## src/rtl/sha256_params_pkg.sv

```systemverilog
// Shared constants for the SHA-256 message padder: state encodings, block geometry
// and the padding marker byte.
package sha256_params_pkg;

    localparam int BLOCK_NO = 16;
    localparam logic [7:0] PAD_BYTE = 8'h80;

    typedef logic [1:0] state_t;
    localparam state_t ST_FILL    = 2'd0;
    localparam state_t ST_PAD     = 2'd1;
    localparam state_t ST_LEN_BLK = 2'd2;
    localparam state_t ST_EMIT    = 2'd3;

    // Which extra block, if any, must follow the one currently being emitted.
    typedef logic [1:0] pend_t;
    localparam pend_t PEND_NONE = 2'd0;
    localparam pend_t PEND_PAD  = 2'd1;
    localparam pend_t PEND_LEN  = 2'd2;

    function automatic logic [31:0] byte_mask(input logic [2:0] nb);
        case (nb)
            3'd0:    byte_mask = 32'h0000_0000;
            3'd1:    byte_mask = 32'hFF00_0000;
            3'd2:    byte_mask = 32'hFFFF_0000;
            3'd3:    byte_mask = 32'hFFFF_FF00;
            default: byte_mask = 32'hFFFF_FFFF;
        endcase
    endfunction

endpackage

```

## src/rtl/sha256_msg_pad.sv

```systemverilog
// SHA-256 message padder: packs 32-bit words into 512-bit blocks, appends the
// 0x80 marker and the 64-bit bit length, and hands blocks to the hash core.
//
// state    | meaning
// FILL     | accepting message words into the block buffer
// PAD      | building a block of 0x80 marker + zeros + length
// LEN_BLK  | building a block of zeros + length
// EMIT     | block presented on blk_data until the consumer takes it
module sha256_msg_pad
    import sha256_params_pkg::*;
#(
    parameter int DATA_WIDTH  = 32,
    parameter int BLOCK_WIDTH = 512
) (
    input  logic                   clk,
    input  logic                   reset_n,
    input  logic                   zeroize,
    input  logic                   in_valid,
    output logic                   in_ready,
    input  logic [DATA_WIDTH-1:0]  in_data,
    input  logic [2:0]             in_bytes,
    input  logic                   in_last,
    output logic                   blk_valid,
    input  logic                   blk_ready,
    output logic [BLOCK_WIDTH-1:0] blk_data,
    output logic                   blk_first,
    output logic                   blk_last,
    output logic                   busy,
    output logic                   proto_err
);

    state_t      state_q;
    pend_t       pend_q;
    logic [3:0]  widx_q;
    logic [63:0] cnt_q;
    logic [31:0] blk_buf_q [BLOCK_NO];
    logic        blk_first_q;
    logic        blk_last_q;
    logic        proto_err_q;

    logic        accept;
    logic        bad_word;
    logic [31:0] masked;
    logic [31:0] pad_word;
    logic [63:0] cnt_add;
    logic [6:0]  n_bytes;
    logic        short_msg;
    logic        full_blk;
    logic [31:0] fin_blk [BLOCK_NO];

    assign accept    = in_valid && (state_q == ST_FILL);
    assign bad_word  = ((in_bytes == 3'd0) && !in_last) || (in_bytes > 3'd4);
    assign masked    = in_data & byte_mask(in_bytes);
    assign pad_word  = (in_bytes < 3'd4) ? ({PAD_BYTE, 24'h0} >> {in_bytes[1:0], 3'b000}) : 32'h0;
    assign cnt_add   = cnt_q + {58'h0, in_bytes, 3'b000};
    assign n_bytes   = {1'b0, widx_q, 2'b00} + {4'h0, in_bytes};
    assign short_msg = (n_bytes <= 7'd55);
    assign full_blk  = (n_bytes == 7'd64);

    // Final data block: keep earlier words, merge the marker, zero everything above.
    always_comb begin
        for (int i = 0; i < BLOCK_NO; i++) begin
            fin_blk[i] = 32'h0;
            if (4'(i) < widx_q) begin
                fin_blk[i] = blk_buf_q[i];
            end else if (4'(i) == widx_q) begin
                fin_blk[i] = masked | pad_word;
            end else if ((5'(i) == ({1'b0, widx_q} + 5'd1)) && (in_bytes == 3'd4)) begin
                fin_blk[i] = {PAD_BYTE, 24'h0};
            end
        end
        if (short_msg) begin
            fin_blk[14] = cnt_add[63:32];
            fin_blk[15] = cnt_add[31:0];
        end
    end

    always_ff @(posedge clk or negedge reset_n) begin
        if (!reset_n) begin
            state_q     <= ST_FILL;
            pend_q      <= PEND_NONE;
            widx_q      <= 4'd0;
            cnt_q       <= 64'h0;
            blk_first_q <= 1'b1;
            blk_last_q  <= 1'b0;
            proto_err_q <= 1'b0;
            for (int i = 0; i < BLOCK_NO; i++) blk_buf_q[i] <= 32'h0;
        end else if (zeroize) begin
            state_q     <= ST_FILL;
            pend_q      <= PEND_NONE;
            widx_q      <= 4'd0;
            cnt_q       <= 64'h0;
            blk_first_q <= 1'b1;
            blk_last_q  <= 1'b0;
            proto_err_q <= 1'b0;
            for (int i = 0; i < BLOCK_NO; i++) blk_buf_q[i] <= 32'h0;
        end else begin
            case (state_q)
                ST_FILL: begin
                    if (accept) begin
                        if (bad_word) begin
                            proto_err_q <= 1'b1;
                        end else if (in_last) begin
                            for (int i = 0; i < BLOCK_NO; i++) blk_buf_q[i] <= fin_blk[i];
                            cnt_q      <= cnt_add;
                            widx_q     <= 4'd0;
                            state_q    <= ST_EMIT;
                            blk_last_q <= short_msg;
                            pend_q     <= short_msg ? PEND_NONE : (full_blk ? PEND_PAD : PEND_LEN);
                        end else begin
                            blk_buf_q[widx_q] <= masked;
                            cnt_q             <= cnt_add;
                            widx_q            <= widx_q + 4'd1;
                            if (widx_q == 4'd15) begin
                                state_q    <= ST_EMIT;
                                blk_last_q <= 1'b0;
                                pend_q     <= PEND_NONE;
                            end
                        end
                    end
                end
                ST_PAD, ST_LEN_BLK: begin
                    for (int i = 0; i < BLOCK_NO; i++) blk_buf_q[i] <= 32'h0;
                    if (state_q == ST_PAD) blk_buf_q[0] <= {PAD_BYTE, 24'h0};
                    blk_buf_q[14] <= cnt_q[63:32];
                    blk_buf_q[15] <= cnt_q[31:0];
                    blk_last_q    <= 1'b1;
                    state_q       <= ST_EMIT;
                end
                default: begin
                    if (blk_ready) begin
                        case (pend_q)
                            PEND_PAD: state_q <= ST_PAD;
                            PEND_LEN: state_q <= ST_LEN_BLK;
                            default:  state_q <= ST_FILL;
                        endcase
                        pend_q <= PEND_NONE;
                        if (blk_last_q) begin
                            cnt_q       <= 64'h0;
                            blk_first_q <= 1'b1;
                        end else begin
                            blk_first_q <= 1'b0;
                        end
                    end
                end
            endcase
        end
    end

    always_comb begin
        blk_data = '0;
        for (int i = 0; i < BLOCK_NO; i++) begin
            blk_data[BLOCK_WIDTH-1-32*i -: 32] = blk_buf_q[i];
        end
    end

    assign in_ready  = (state_q == ST_FILL);
    assign blk_valid = (state_q == ST_EMIT);
    assign blk_first = blk_first_q;
    assign blk_last  = blk_last_q;
    assign proto_err = proto_err_q;
    assign busy      = (widx_q != 4'd0) || (cnt_q != 64'h0) || (state_q != ST_FILL);

endmodule

```

## config.mk

```make
export PLATFORM = sky130hd
export DESIGN_NAME = sha256_msg_pad
export DESIGN_NICKNAME = d
export VERILOG_FILES = /design/src/rtl/sha256_params_pkg.sv /design/src/rtl/sha256_msg_pad.sv
export SDC_FILE = /design/constraint.sdc
export NUM_CORES = 1
export LEC_CHECK = 0
export CAP_MARGIN = 20
export CORE_MARGIN = 4
export CORE_UTILIZATION = 30
export CTS_CLUSTER_DIAMETER = 150
export DETAILED_ROUTE_END_ITERATION = 16
export PLACE_DENSITY_LB_ADDON = 0.2
export SYNTH_ARGS = -nofsm -noshare
export SYNTH_HDL_FRONTEND = slang
export SYNTH_SLANG_ARGS = --single-unit
export TNS_END_PERCENT = 1
```

## constraint.sdc

```tcl
create_clock -name clk -period 6.45 [get_ports clk]
set_input_delay 0.9675 -clock clk [delete_from_list [all_inputs] [get_ports clk]]
set_output_delay 0.9675 -clock clk [all_outputs]
set_load 0.01 [all_outputs]
```

==> flow_summary.toml, run 1 <==
[critical_path]
cp_max_fo = 16
worstPathArrival_ps = 3440
cp.required_ps = 5480
worst-setup-path-type = "flop to output pin"
end_kind = "output pin"
regToRegEndpoint = "blk_data[31]$_DFFE_PN0P_"
reg2regPathDepth = 10
critPathLaunchType = "flop"
cp-startpoint = "widx_q[1]$_DFFE_PN0P_"
r2r_slack_ps = 2180
worstSetupEndpoint = "busy"
r2r_start = "widx_q[1]$_DFFE_PN0P_"

[global_routing]
grt_max_degree = 144
grt_antenna_before_repair = 6
first_global_vias = 24200
overflow = 0
grt_pass1_wl_um = 180000
grt_usage_pct = 25.7

[sta]
timing.final.max_slew_violations = 0
fin_setup_tns_ps = 0
setup_viol_count_final = 0
rsz0062_at_grt = "no"
max_freq_ghz = 0.227
hold_viol = 0
relSlewSlack_pct = 19.5
skew_ps = 47.9
fin_crit_ps = 4410
tightest_slew_ps = 1200
holdWs_ps = 307
fin_crit_sh_pct = 68.3

[pwr]
seq_power_share_pct = 33.3
p_sw_share_pct = 40.8
pwr-share-comb_pct = 33.8
power.internal_uw = 7170
power_leakage_uw = 0.0147
p_per_area_nw_per_um2 = 336
pwr-share-clk_pct = 33.0
switching_power_uw = 4950
p_total_uw = 12100
ir_drop_uv = 369

[routing]
drt_iter0_drc = 2831
wl_per_cell_um = 27.8
drc = 0
drt-pass1-iter-count = 6
finalWirelength_um = 127000
ant_nets = 0
dr_total_vias = 25200
vias_per_cell = 5.53

[synthesis]
yosys.area.top_type = "dfrtp_1"
synth-edff-count = 0
syn_nets = 2954
ys_warn_count = 0
async_flop_share_pct = 100
netlist_area_um2 = 27100
synthFlopType = "dfrtp_1"
ys_ff_latch = 584
synth_top_area_share_pct = 53.9
synth.top_cells.by_area = "dfrtp_1 (54%), o31ai_1 (10%), nand2_1 (8.9%)"
postSynthAreaPerCell_um2 = 9.34
synth.distinct_cells = 87
syn_inst = 2897
yosysSeqAreaShare_pct = 54.0

[die]
coreArea_um2 = 88900
dieArea_um2 = 95100
die_w_um = 308
initial_core_util_pct = 30.4
ios = 559
num_rows = 109
die_h_um = 308

[placement]
globalplace.congestion = 0.943
dp_hpwl_um = 89000
port_buffers = 558

[clock_tree]
htree_levels = 3
cts_resized = 0
tritoncts = "yes"
clk_latency_ps = 640
post-cts-setup-buffers = 0
cts_made_buffers = 69
cts.sinks = 584
clockBufferDepth = 3
clkSlewWorstSetupHoldPaths_ps = 60
cts-root-buf = "clkbuf_16"
hold_buffers = 0

[worst_hold_path]
hold_path_class = "input port to asynchronous set/reset pin"

[final_layout]
drive_gt1_share_pct = 7.01
syn_to_final_growth_pct = 33.2
nets = 3387
fin_util_pct = 40.6

[flow_run]
drv_cap = 0

[run_status]
status = "completed"
## how the worst min path moves through the flow
stage                              start                        end  depth (start not counted)
6_report                         reset_n  blk_data[227]$_DFFE_PN0P_                          1
5_1_grt                          reset_n  blk_data[227]$_DFFE_PN0P_                          1
4_1_cts                          reset_n  blk_data[413]$_DFFE_PN0P_                          1
3_5_place_dp    blk_data[90]$_DFFE_PN0P_   blk_data[90]$_DFFE_PN0P_                          2
3_3_place_gp   blk_data[429]$_DFFE_PN0P_  blk_data[429]$_DFFE_PN0P_                          2
2_1_floorplan      pend_q[1]$_DFFE_PN0P_      pend_q[1]$_DFFE_PN0P_                          1
## stage by stage
| stage | worst slack (ps) | instances | area [um^2] |
|---|---|---|---|
| 3_3_place_gp | 1600 | 4419 | 33700 |
| 5_1_grt | 2010 | 4547 | 36100 |
| 2_1_floorplan | 3240 | 2897 | 27100 |
| 3_5_place_dp | 1600 | 4423 | 33700 |
| 6_report | 2040 | 4549 | 36100 |
| 4_1_cts | 2160 | 4546 | 36000 |
## power groups by stage
stage / Clock (uW) / Combinational, uW / Sequential, uW
6_report: 4000 / 4090 / 4030
5_1_grt: 4220 / 4380 / 4050
4_1_cts: 4070 / 4070 / 4030
3_5_place_dp: 0 / 4060 / 4090
3_3_place_gp: 0 / 4040 / 4100
2_1_floorplan: 0 / 2140 / 4140
## sequential cells by signal, summed over array words and instances (netlist names)
register,count
blk_data,512
cnt_q,61
widx_q,4
pend_q,2
state_q,2
blk_first,1
blk_last,1
proto_err,1
## final cells by class
class	instances	area (um^2)
Inverter	21	78.8
Clock inverter	30	395
Multi-Input combinational cell	2029	11400
Tap cell	1165	1460
Antenna cell	2	5.00
Sequential cell	584	14600
Timing Repair Buffer	625	6180
Clock buffer	93	1920
Fill cell	8960	52900
## cells in the mapped netlist (all sizes together), types with 6 or more instances
cell type / n
a211oi: 16
a21o: 12
a21oi: 100
a22o: 9
a311oi: 10
a31oi: 18
and2: 19
and3: 20
and4: 6
buf: 58
clkbuf: 201
dfrtp: 583
ha: 15
inv: 19
mux2i: 7
nand2: 647
nand2b: 11
nand3: 67
nand3b: 8
nand4: 32
nor2: 154
nor3: 46
nor4: 29
o211ai: 11
o21ai: 261
o221ai: 6
o22ai: 22
o31ai: 376
o32ai: 8
o41ai: 6
or2: 8
or3: 16
xnor2: 10
xor2: 19
## layer usage
layer  global-route usage [%]  part of all wire (%)  wire [um]
met3                     6.11                   8.6      10900
met2                     42.3                    47      59600
met4                     8.99                   3.7       4730
met1                     33.2                    41      51400
met5                        0                     0          0
## cell usage in the layout, fill, tap and decap left out, types with 9 or more instances in the layout
| master | count |
|---|---|
| nand2_1 | 643 |
| dfrtp_1 | 583 |
| clkdlybuf4s50_1 | 555 |
| o31ai_1 | 376 |
| o21ai_0 | 252 |
| nor2_1 | 150 |
| a21oi_1 | 99 |
| clkbuf_16 | 69 |
| nand3_1 | 62 |
| buf_4 | 58 |
| nor3_1 | 43 |
| nand4_1 | 30 |
| nor4_1 | 24 |
| o22ai_1 | 22 |
| and3_1 | 20 |
| inv_1 | 19 |
| xor2_1 | 19 |
| a31oi_1 | 17 |
| and2_1 | 17 |
| or3_1 | 16 |
| a211oi_1 | 15 |
| ha_1 | 14 |
| clkbuf_1 | 14 |
| clkinv_2 | 13 |
| a21o_1 | 12 |
| o211ai_1 | 11 |
| nand2b_1 | 10 |
| clkbuf_8 | 10 |
| xnor2_1 | 9 |
| a22o_1 | 9 |
## critical path: stages, from the launching register on
cell and delay, ps:
dfrtp_1 600, inv_1 220, ha_1 420, and2_0 700, nand4_1 310, clkdlybuf4s50_1 570
## logic make-up (layout without fill, tap and decap cells)
family,Yosys count,in the layout,share of synthesized area (%)
AOI/OAI and AO/OA,901,901,21.9
and+or+nand+nor,1074,1074,17.5
DFF,584,584,54.0
muxes,9,9,0.342
buffers and inverters,284,769,4.55
adders and majority gates,16,16,0.767
xor gates and xnor gates,29,29,0.966
other,0,2,0
(Power assumes the default switching activity.)
==> run 2, diff against run 1 <==
==> constraint.sdc (replaced) <==
create_clock -name clk -period 4.28 [get_ports clk]
set_input_delay 0.642 -clock clk [delete_from_list [all_inputs] [get_ports clk]]
set_output_delay 0.642 -clock clk [all_outputs]
set_load 0.01 [all_outputs]
==> flow_summary.toml, run 2 (synthesis gave the netlist of run 1 again) <==
[final_layout]
final_cell_mix = "nand2_1 (643), dfrtp_1 (583), clkdlybuf4s50_1 (555), o31ai_1 (376), o21ai_0 (252)"
final_common_cell = "nand2_1"
syn_to_final_growth_pct = 35.3
fin_area_um2 = 36600
largest_register_ffs = 512
instances_no_fill = 4601
nets = 3436
drive_gt1_share_pct = 8.27

[placement]
dp_hpwl_um = 90500
placed_area_um2 = 34200
globalplace.congestion = 0.948
pre_cts_ws_ps = 144
port_buffers = 558
place_inst = 4471

[clock_tree]
cts.sinks = 584
cts-root-buf = "clkbuf_16"
tritoncts = "yes"
clkSlewWorstSetupHoldPaths_ps = 60
cts_resized = 0
clockBufferDepth = 3
cts_made_buffers = 71
hold_buffers = 0
clk_latency_ps = 650
post-cts-setup-buffers = 0
htree_levels = 3

[sta]
tightest_slew_ps = 1070
setup_viol_count_final = 0
max_freq_ghz = 0.245
fin_crit_sh_pct = 95.4
fin_crit_ps = 4090
relSlewSlack_pct = 28.6
fin_setup_tns_ps = 0
fin_ws_ps = 195
hold_viol = 0
timing.final.max_slew_violations = 0
skew_ps = 37.1
rsz0062_at_grt = "no"

[global_routing]
grt_usage_pct = 26.0
grt_antenna_before_repair = 6
grt_max_degree = 89
first_global_vias = 24600
grt_pass1_wl_um = 181000
overflow = 0

[routing]
ant_nets = 0
drt-pass1-iter-count = 5
finalWirelength_um = 127000
vias_per_cell = 5.48
dr_total_vias = 25200
drt_iter0_drc = 2555
wl_per_cell_um = 27.5
drc = 0

[pwr]
p_per_area_nw_per_um2 = 509
power_leakage_uw = 0.0150
ir_drop_uv = 430

[critical_path]
cp.required_ps = 3640
end_kind = "output pin"
worst-setup-path-type = "flop to output pin"
r2r_start = "widx_q[0]$_DFFE_PN0P_"
cp_max_fo = 16
cp-startpoint = "widx_q[1]$_DFFE_PN0P_"
worstPathArrival_ps = 3440
critPathLaunchType = "flop"

[run_status]
status = "completed"

[die]
num_rows = 109
initial_core_util_pct = 30.4
die_h_um = 308
ios = 559
dieArea_um2 = 95100
coreArea_um2 = 88900
die_w_um = 308

[worst_hold_path]
hold_path_class = "input port to asynchronous set/reset pin"

[flow_run]
drv_cap = 0
run 2: area by class of cell:
cell class	count	area, um^2
flip-flops and latches	584	14600
fillers	8829	52300
multi-input cells	2029	11400
well taps	1165	1460
repair buffers	672	6640
diodes	3	7.51
clock inverters	20	324
inverters	21	78.8
clock buffers	107	2090
run 2: final timing paths:
path | end | slack (ps) | depth (start not counted)
worst max-delay path | busy | 190 | 6
worst min-delay path | blk_data[388]$_DFFE_PN0P_ | 50 | 1
worst max register to register | blk_data[56]$_DFFE_PN0P_ | 870 | 9
worst min register to register | blk_data[260]$_DFFE_PN0P_ | 470 | 2
max in group asynchronous | blk_data[96]$_DFFE_PN0P_ | 3050 | 2
min in group clk | widx_q[1]$_DFFE_PN0P_ | 430 | 2
run 2: metrics by stage:
stage	hold WS, ps	power, uW	util (%)
CTS	55.8	18800	41.2
detailed placement	464	12500	38.5
global route	85.0	19500	41.2
global placement	459	12500	38.4
finish	46.6	18600	41.2
floorplan	346	9470	-
run 2: routing by layer:
layer | vias up | part of all wire (%) | GRT usage, %
li1 | 11400 | - | -
met1 | 12500 | 41 | 33.3
met2 | 1157 | 46 | 41.3
met3 | 232 | 9.2 | 7.60
met4 | 2 | 4.4 | 10.6
met5 | - | 0.010 | 0
run 2: critical path, stage by stage (launching register included):
cell and delay [ps]:
dfrtp_1 650, inv_1 270, ha_1 180, buf_4 180, and2_0 660, nand4_1 300, clkdlybuf4s50_1 570
run 2: power breakdown:
part           leakage [uW]  internal (uW)  total (uW)  switching (uW)
clock network       0.00118           3620        6210            2600
registers           0.00812           5840        6080             238
logic               0.00570           1760        6340            4570
total                0.0150          11200       18600            7410
